<file path="src/rtl/tff_pkg.sv">
// Shared definitions for the T-flip-flop based up/down counter.
package tff_pkg;

    // Two-bit operating mode of the counter.
    typedef logic [1:0] mode_t;

    localparam mode_t MODE_TOGGLE = 2'b00;
    localparam mode_t MODE_UP     = 2'b01;
    localparam mode_t MODE_DOWN   = 2'b10;
    localparam mode_t MODE_HOLD   = 2'b11;

endpackage

</file>
<file path="src/rtl/tff_updown_counter_if.sv">
// Control and status bundle between a counter user (master) and the counter (slave).
interface tff_updown_counter_if #(
    parameter int WIDTH = 4
) ();
    import tff_pkg::*;

    logic             en;
    mode_t            mode;
    logic [WIDTH-1:0] t_in;
    logic             load;
    logic [WIDTH-1:0] load_val;
    logic [WIDTH-1:0] q;
    logic [WIDTH-1:0] q_bar;
    logic             tc;
    logic             wrap;

    modport master (
        output en, mode, t_in, load, load_val,
        input  q, q_bar, tc, wrap
    );

    modport slave (
        input  en, mode, t_in, load, load_val,
        output q, q_bar, tc, wrap
    );

endinterface

</file>
<file path="src/rtl/tff_cell.sv">
// Single T flip-flop: toggles on a rising edge when t is high.
module tff_cell (
    input  logic clk,
    input  logic reset,
    input  logic t,
    output logic q,
    output logic q_bar
);

    // State bit: cleared asynchronously, inverted whenever t is sampled high.
    always_ff @(posedge clk or negedge reset) begin
        if (!reset)
            q <= 1'b0;
        else if (t)
            q <= ~q;
    end

    assign q_bar = ~q;

endmodule

</file>
<file path="src/rtl/tff_updown_counter.sv">
// WIDTH-bit counter built from T cells: raw toggle, modulo up/down count,
// hold, synchronous load, terminal-count flag and a registered wrap pulse.
module tff_updown_counter
    import tff_pkg::*;
#(
    parameter int          WIDTH    = 4,
    parameter int unsigned MAX_VAL  = (1 << WIDTH) - 1,
    parameter bit          SATURATE = 1'b0
) (
    input  logic                  clk,
    input  logic                  reset,
    tff_updown_counter_if.slave   bus
);

    localparam logic [WIDTH-1:0] MAX_Q = WIDTH'(MAX_VAL);

    logic [WIDTH-1:0] q_r;
    logic [WIDTH-1:0] q_bar_r;
    logic [WIDTH-1:0] next_q;
    logic [WIDTH-1:0] t_vec;
    logic             next_wrap;
    logic             wrap_r;

    // Next-state selection: load wins, then an enabled non-hold mode, else hold.
    always_comb begin
        next_q    = q_r;
        next_wrap = 1'b0;
        if (bus.load) begin
            next_q = (bus.load_val > MAX_Q) ? MAX_Q : bus.load_val;
        end else if (bus.en) begin
            case (bus.mode)
                MODE_TOGGLE: next_q = q_r ^ bus.t_in;
                MODE_UP: begin
                    // Values above MAX_Q (reachable through TOGGLE) also wrap.
                    if (q_r >= MAX_Q) begin
                        next_q    = SATURATE ? MAX_Q : '0;
                        next_wrap = 1'b1;
                    end else begin
                        next_q = q_r + WIDTH'(1);
                    end
                end
                MODE_DOWN: begin
                    // Values above MAX_Q simply decrement without flagging.
                    if (q_r == '0) begin
                        next_q    = SATURATE ? '0 : MAX_Q;
                        next_wrap = 1'b1;
                    end else begin
                        next_q = q_r - WIDTH'(1);
                    end
                end
                default: next_q = q_r;
            endcase
        end
    end

    // Every state change, load included, is expressed as a per-bit toggle.
    assign t_vec = q_r ^ next_q;

    genvar i;
    generate
        for (i = 0; i < WIDTH; i++) begin : g_cell
            tff_cell u_cell (
                .clk   (clk),
                .reset (reset),
                .t     (t_vec[i]),
                .q     (q_r[i]),
                .q_bar (q_bar_r[i])
            );
        end
    endgenerate

    // Wrap/saturation pulse, one cycle behind the event that caused it.
    always_ff @(posedge clk or negedge reset) begin
        if (!reset)
            wrap_r <= 1'b0;
        else
            wrap_r <= next_wrap;
    end

    assign bus.q     = q_r;
    assign bus.q_bar = q_bar_r;
    assign bus.wrap  = wrap_r;
    assign bus.tc    = bus.en & ~bus.load &
                       (((bus.mode == MODE_UP)   & (q_r >= MAX_Q)) |
                        ((bus.mode == MODE_DOWN) & (q_r == '0)));

endmodule

</file>
<file path="src/flat_wrapper.sv">
// flat-port wrapper written by rule: the top's interface ports become plain ports
module tff_updown_counter_flat import tff_pkg::*;
#(
    parameter int          WIDTH    = 4,
    parameter int unsigned MAX_VAL  = (1 << WIDTH) - 1,
    parameter bit          SATURATE = 1'b0
)
  (clk, reset, bus_en, bus_mode, bus_t_in, bus_load, bus_load_val, bus_q, bus_q_bar, bus_tc, bus_wrap);
  tff_updown_counter_if #(.WIDTH(WIDTH)) bus_i ();
  input  logic clk;
  input  logic reset;
  input wire logic [$bits(bus_i.en)-1:0] bus_en;
  input wire logic [$bits(bus_i.mode)-1:0] bus_mode;
  input wire logic [$bits(bus_i.t_in)-1:0] bus_t_in;
  input wire logic [$bits(bus_i.load)-1:0] bus_load;
  input wire logic [$bits(bus_i.load_val)-1:0] bus_load_val;
  output wire logic [$bits(bus_i.q)-1:0] bus_q;
  output wire logic [$bits(bus_i.q_bar)-1:0] bus_q_bar;
  output wire logic [$bits(bus_i.tc)-1:0] bus_tc;
  output wire logic [$bits(bus_i.wrap)-1:0] bus_wrap;
  assign bus_i.en = bus_en;
  assign bus_i.mode = bus_mode;
  assign bus_i.t_in = bus_t_in;
  assign bus_i.load = bus_load;
  assign bus_i.load_val = bus_load_val;
  assign bus_q = bus_i.q;
  assign bus_q_bar = bus_i.q_bar;
  assign bus_tc = bus_i.tc;
  assign bus_wrap = bus_i.wrap;
  tff_updown_counter #(.WIDTH(WIDTH), .MAX_VAL(MAX_VAL), .SATURATE(SATURATE)) u_core (.clk(clk), .reset(reset), .bus(bus_i));
endmodule
</file>
<file path="config.mk">
export PLATFORM = sky130hd
export DESIGN_NAME = tff_updown_counter_flat
export DESIGN_NICKNAME = d
export VERILOG_FILES = /design/src/rtl/tff_pkg.sv /design/src/rtl/tff_updown_counter_if.sv /design/src/rtl/tff_cell.sv /design/src/rtl/tff_updown_counter.sv /design/src/flat_wrapper.sv
export SDC_FILE = /design/constraint.sdc
export NUM_CORES = 1
export LEC_CHECK = 0
export ABC_AREA = 0
export ABC_CLOCK_PERIOD_IN_PS = 2600
export CORE_AREA = 2 2 39 41
export DETAILED_ROUTE_END_ITERATION = 10
export DIE_AREA = 0 0 41 43
export PLACE_DENSITY = 0.8
export REMOVE_ABC_BUFFERS = 1
export SLEW_MARGIN = 20
export SYNTH_ARGS = -nofsm -noshare
export SYNTH_HDL_FRONTEND = slang
export SYNTH_SLANG_ARGS = --single-unit
</file>
<file path="constraint.sdc">
create_clock -name clk -period 2.6 [get_ports clk]
set_input_delay 0.26 -clock clk [delete_from_list [all_inputs] [get_ports clk]]
set_output_delay 0.26 -clock clk [all_outputs]
set_load 0.05 [all_outputs]
</file>
Word-level counts from Yosys, hierarchy flattened
Index checks and enable logic that the tools add are counted.
Operators by class
  reduce and logical (&&, ||, !) cells: 2
  mux-type cells: 11
  magnitude comparators: 2
  equality and inequality tests: 2
  bitwise gates (word level): 12
  add/sub/neg operators: 2
Operators by type and width (count)
  two-way mux 4 bit: 5
  one-hot mux 4 bit (3 select lines): 1
  XOR 4 bit: 2
  NOT 1 bit: 5
  adder 4 x 1 -> 4 bit (second input constant): 1
  AND 1 bit: 4
  >= comparator 4 bit (second input constant): 1
  greater-than comparator 4 bit (second input constant): 1
  zero test 4 bit: 1
  two-way mux 1 bit: 4
  subtractor 4 x 1 -> 4 bit (second input constant): 1
  == test 2 x 1 -> 1 bit (second input constant): 1
  == test 2 bit (second input constant): 1
  zero test 2 bit: 1
  one-hot mux 1 bit (2 select lines): 1
  bitwise OR 1 bit: 1
Word-level totals
  register bits after elaboration: 5
  word-level logic and storage cells: 36

Depth between registers and ports, before layout
  depth in word-level cells: 6
  mapped depth: 6

By module
Synthesis repeated with hierarchy kept, for this count alone.
Second synthesis, totals
  cells, all modules: 78
  area, all modules: 646.9 µm²
By module, submodules not included
  tff_updown_counter: seq. area each 25.0 µm², cells an instance 66, area an instance 496.7 µm², instances 1
  tff_cell: seq. area each 25.0 µm², cells an instance 3, area an instance 37.5 µm², instances 4

Least setup slack after synthesis
No wires, ideal clock.
  path kind: register -> register
  start: register u_core.g_cell[0].u_cell.q
  end: register u_core.wrap_r (netlist: u_core.bus.wrap)
  stages on the path, launching flop included: 7
  arrival time: 1.705 ns
  setup time: 0.119 ns
  required time: 2.481 ns
  setup slack: 0.776 ns
  path through: dfrtp_1 > inv_1 > ha_1 > and4bb_2 > o21bai_1 > and3_1 > and2_1
Between the ends
  word-level cells in the longest chain between the ends: 5
  elaborated cells on any way between the ends: 7
Ends and longest elaborated chain
  start, declared: RTL line tff_cell.sv:6  | output logic q,
  start signal, assigned: RTL line tff_cell.sv:15  | q <= ~q;
  >= comparator 4 bit / zero test 4 bit (equally long branches): RTL line tff_updown_counter.sv:35, tff_updown_counter.sv:44
  two-way mux 1 bit (on tied branches): RTL line tff_updown_counter.sv:35, tff_updown_counter.sv:44
  one-hot mux 1 bit (2 select lines) *: RTL line tff_updown_counter.sv:31  | case (bus.mode)
  two-way mux 1 bit *: RTL line tff_updown_counter.sv:30  | end else if (bus.en) begin
  two-way mux 1 bit *: RTL line tff_updown_counter.sv:28  | if (bus.load) begin
  net u_core.next_wrap: RTL line tff_updown_counter.sv:21  | logic next_wrap;
  end signal, assigned: RTL line tff_updown_counter.sv:77  | wrap_r <= next_wrap;
  end, declared: RTL line tff_updown_counter.sv:22  | logic wrap_r;
The timed path passes the listed nets; every way through them passes the cells marked *.
A chain may end at the register's enable or synchronous reset.

Worst setup path after layout
  start: register u_core.g_cell[0].u_cell.q
  end: output port bus_tc
Between the ends
  word-level cells in the longest chain between the ends: 4
  elaborated cells on any way between the ends: 6
Ends and longest elaborated chain
  >= comparator 4 bit / zero test 4 bit (equally long branches): RTL line tff_updown_counter.sv:84, tff_updown_counter.sv:85
  AND 1 bit (on tied branches): RTL line tff_updown_counter.sv:84, tff_updown_counter.sv:85
  bitwise OR 1 bit *: RTL line tff_updown_counter.sv:84  | (((bus.mode == MODE_UP) & (q_r >= MAX_Q)) |
  AND 1 bit *: RTL line tff_updown_counter.sv:83  | assign bus.tc = bus.en & ~bus.load &
  end, declared: RTL line flat_wrapper.sv:19  | output wire logic [$bits(bus_i.tc)-1:0] bus_tc;
Mark *: on every way between the ends. The rest lies on a longest branch, timed or not.

==> out/metrics.yaml <==
slew_headroom_pct: 66.61
p_total_uw: 382.0
gr-total-overflow: 0
grt_use_total_pct: 18.26
reg2regPathDepth: 6
netlist_area_sq_um: 566.8
fillers: 132
drive_above_1_share_pct: 9.195
grt_max_degree: 10
synthDistinctLibCells: 30
clk_path_buf_depth: 2
crit_chain: "inv_1 > ha_1 > and4bb_2 > o21bai_1 > and3_1 > buf_12"
clock_sinks: 5
tns_ns: 0
cts_resized: 0
holdBufCountCts: 0
place.gp.congestion: 0.8950
status: "complete, no violations"
min_period_over_period_pct: 83.39
critical_path.top_delay_family: "flip-flops"
drv_slew: 0
antenna_left: 0
top_layer_used: "met4"
dp_cells: 99
timing.fmax_mhz: 461.2
ys_seq_area_share_pct: 22.08
wl_met1_um: 586
irDropWorstVdd_v: 0.0002539
clk_latency_ns: 0.24
dp_hpwl_um: 1087
timing.rr.end: "u_core.g_cell[3].u_cell.q"
worstMarginPinSlew_ns: 0.4992
drc: 0
dr_wl_met2_um: 613
diodes: 0
critPathRequiredTime_ns: 2.34
die_x_um: 41
routed_wl_um: 1347
path_clk_slew_ns: 0.05
rsz0062_at_grt: "false"
grt_pass1_vias: 513
grt_antenna_before_repair: 0
ys.flop_type: "dfrtp_1"
nNetsFinal: 108
post_dp_cell_area_sq_um: 762.0
arrival_ns: 1.91
cpPeakStageDelay_ns: 0.50
start_kind: "flop"
vias_per_cell: 5.612
postSynthCellCount: 69
power.leakage_uw: 0.0003382
drv_cap: 0
syn_area_per_cell_sq_um: 8.214
yosysWarnings: 0
fp.coreArea_sq_um: 1384
finalHoldViolCount: 0
io_buffers: 23
finalCriticalPeriod_ns: 2.168
power.density_nw_per_um2: 484.6
drt_iter0_markers: 15
first_pass_iters: 4
final_cell_count_no_fill: 103
r2r_start: "u_core.g_cell[0].u_cell.q"
die_area_sq_um: 1763
cp-end-kind: "output port"
seqCellArea_sq_um: 125.1
path_buf_inv: 2
r2r_slack_ns: 0.77
clock_skew_ns: 0.008401
crit_fanout: 8
area_delta_synth_final_pct: 39.07
final_area_sq_um: 788.3
crit_slowest_cell: "dfrtp_1"
vias: 578
async_flop_share_pct: 100.0
start_util_pct: 40.96
grt_pass1_wl_um: 2180
fp-row-count: 14
crit_type: "reg -> out"
post_cts_buffers: 0
postLayoutCoreUtil_pct: 56.96
synth_enable_flop_cells: 0
tritoncts: "yes"
io_pins: 24
die_height_um: 43
multi_input_area_sq_um: 342.8
wl_per_cell_um: 13.08
wl_met3_um: 112
cts-root-buf: "clkbuf_4"
hp-class: "in -> async"
yosys_register_bits: 5
cts-buffers-inserted: 3
setup_viol: 0
cts_max_level: 1
==> worst register-to-register path: stages (launching register included) <==
cell      delay [ns]
dfrtp_1         0.50
inv_1           0.16
ha_1            0.25
o21bai_1        0.17
a21oi_1         0.17
o221ai_1        0.14
a221o_1         0.33
==> sequential cells by signal, summed over array words and instances, names as in the netlist <==
name and flops:
u_core.bus.wrap 1, u_core.g_cell.u_cell.q 4
==> where the power goes <==
part | switching (uW) | internal (uW) | total, uW
registers | 18.8 | 85.8 | 105
clock network | 32.6 | 58.1 | 90.7
logic | 110 | 76.5 | 187
==> cell type report <==
class,instances,area share (%)
Clock buffer,4,3.333
Inverter,9,4.286
Multi-Input combinational cell,46,43.49
Sequential cell,5,15.87
Tap cell,16,2.540
Timing Repair Buffer,23,30.48
==> logic make-up (layout without fill, tap and decap cells) <==
family,Yosys count,in the layout,share of synthesized area (%)
compound gates,23,23,28.92
buf+inv,18,36,17.44
simple gates,15,15,15.01
fa+ha+maj,6,6,13.24
flops,5,5,22.08
xor+xnor,1,1,1.546
mux,1,1,1.766
==> synthesized netlist by cell type (2+ instances only) <==
cell type | number | share of area, %
o21ai_0 | 8 | 7.1
nand3_1 | 2 | 1.8
nand2_1 | 4 | 2.6
dfrtp_1 | 5 | 22
o21bai_1 | 2 | 2.6
a221o_1 | 2 | 3.5
a21oi_1 | 3 | 2.6
buf_4 | 8 | 11
inv_1 | 8 | 5.3
nor2_1 | 2 | 1.3
ha_1 | 6 | 13
==> per-stage QoR <==
stage	worst slack, ns	hold WS (ns)
floorplan	0.05487	-0.03559
global placement	0.5006	0.4971
detailed placement	0.4621	0.5108
CTS	0.4335	0.2457
global route	0.3159	0.2510
finish	0.4318	0.2484
==> how the worst max path moves through the flow <==
stage | from | endpoint | slack [ns] | cells past startpoint
after floorplan | u_core.g_cell[1].u_cell.q | u_core.bus.wrap | 0.05 | 6
after global placement | bus_mode[0] | bus_tc | 0.50 | 7
after detailed placement | bus_mode[0] | bus_tc | 0.46 | 7
after CTS | u_core.g_cell[0].u_cell.q | bus_tc | 0.43 | 6
after global routing | u_core.g_cell[0].u_cell.q | bus_tc | 0.32 | 6
final | u_core.g_cell[0].u_cell.q | bus_tc | 0.43 | 6
==> cells in the final DEF (no fill, tap or decap), types with 3 or more instances in the layout <==
master            n
o21ai_0           8
nand2_1           4
a21oi_1           3
clkdlybuf4s50_1  22
inv_1             8
dfrtp_1           5
clkbuf_4          3
ha_1              6
==> metal layers <==
metal,track usage [%],vias up
met5,0,-
met4,7.333,0
met3,6.806,5
met2,25.31,35
met1,24.84,258
li1,-,280
(Power assumes the default switching activity.)
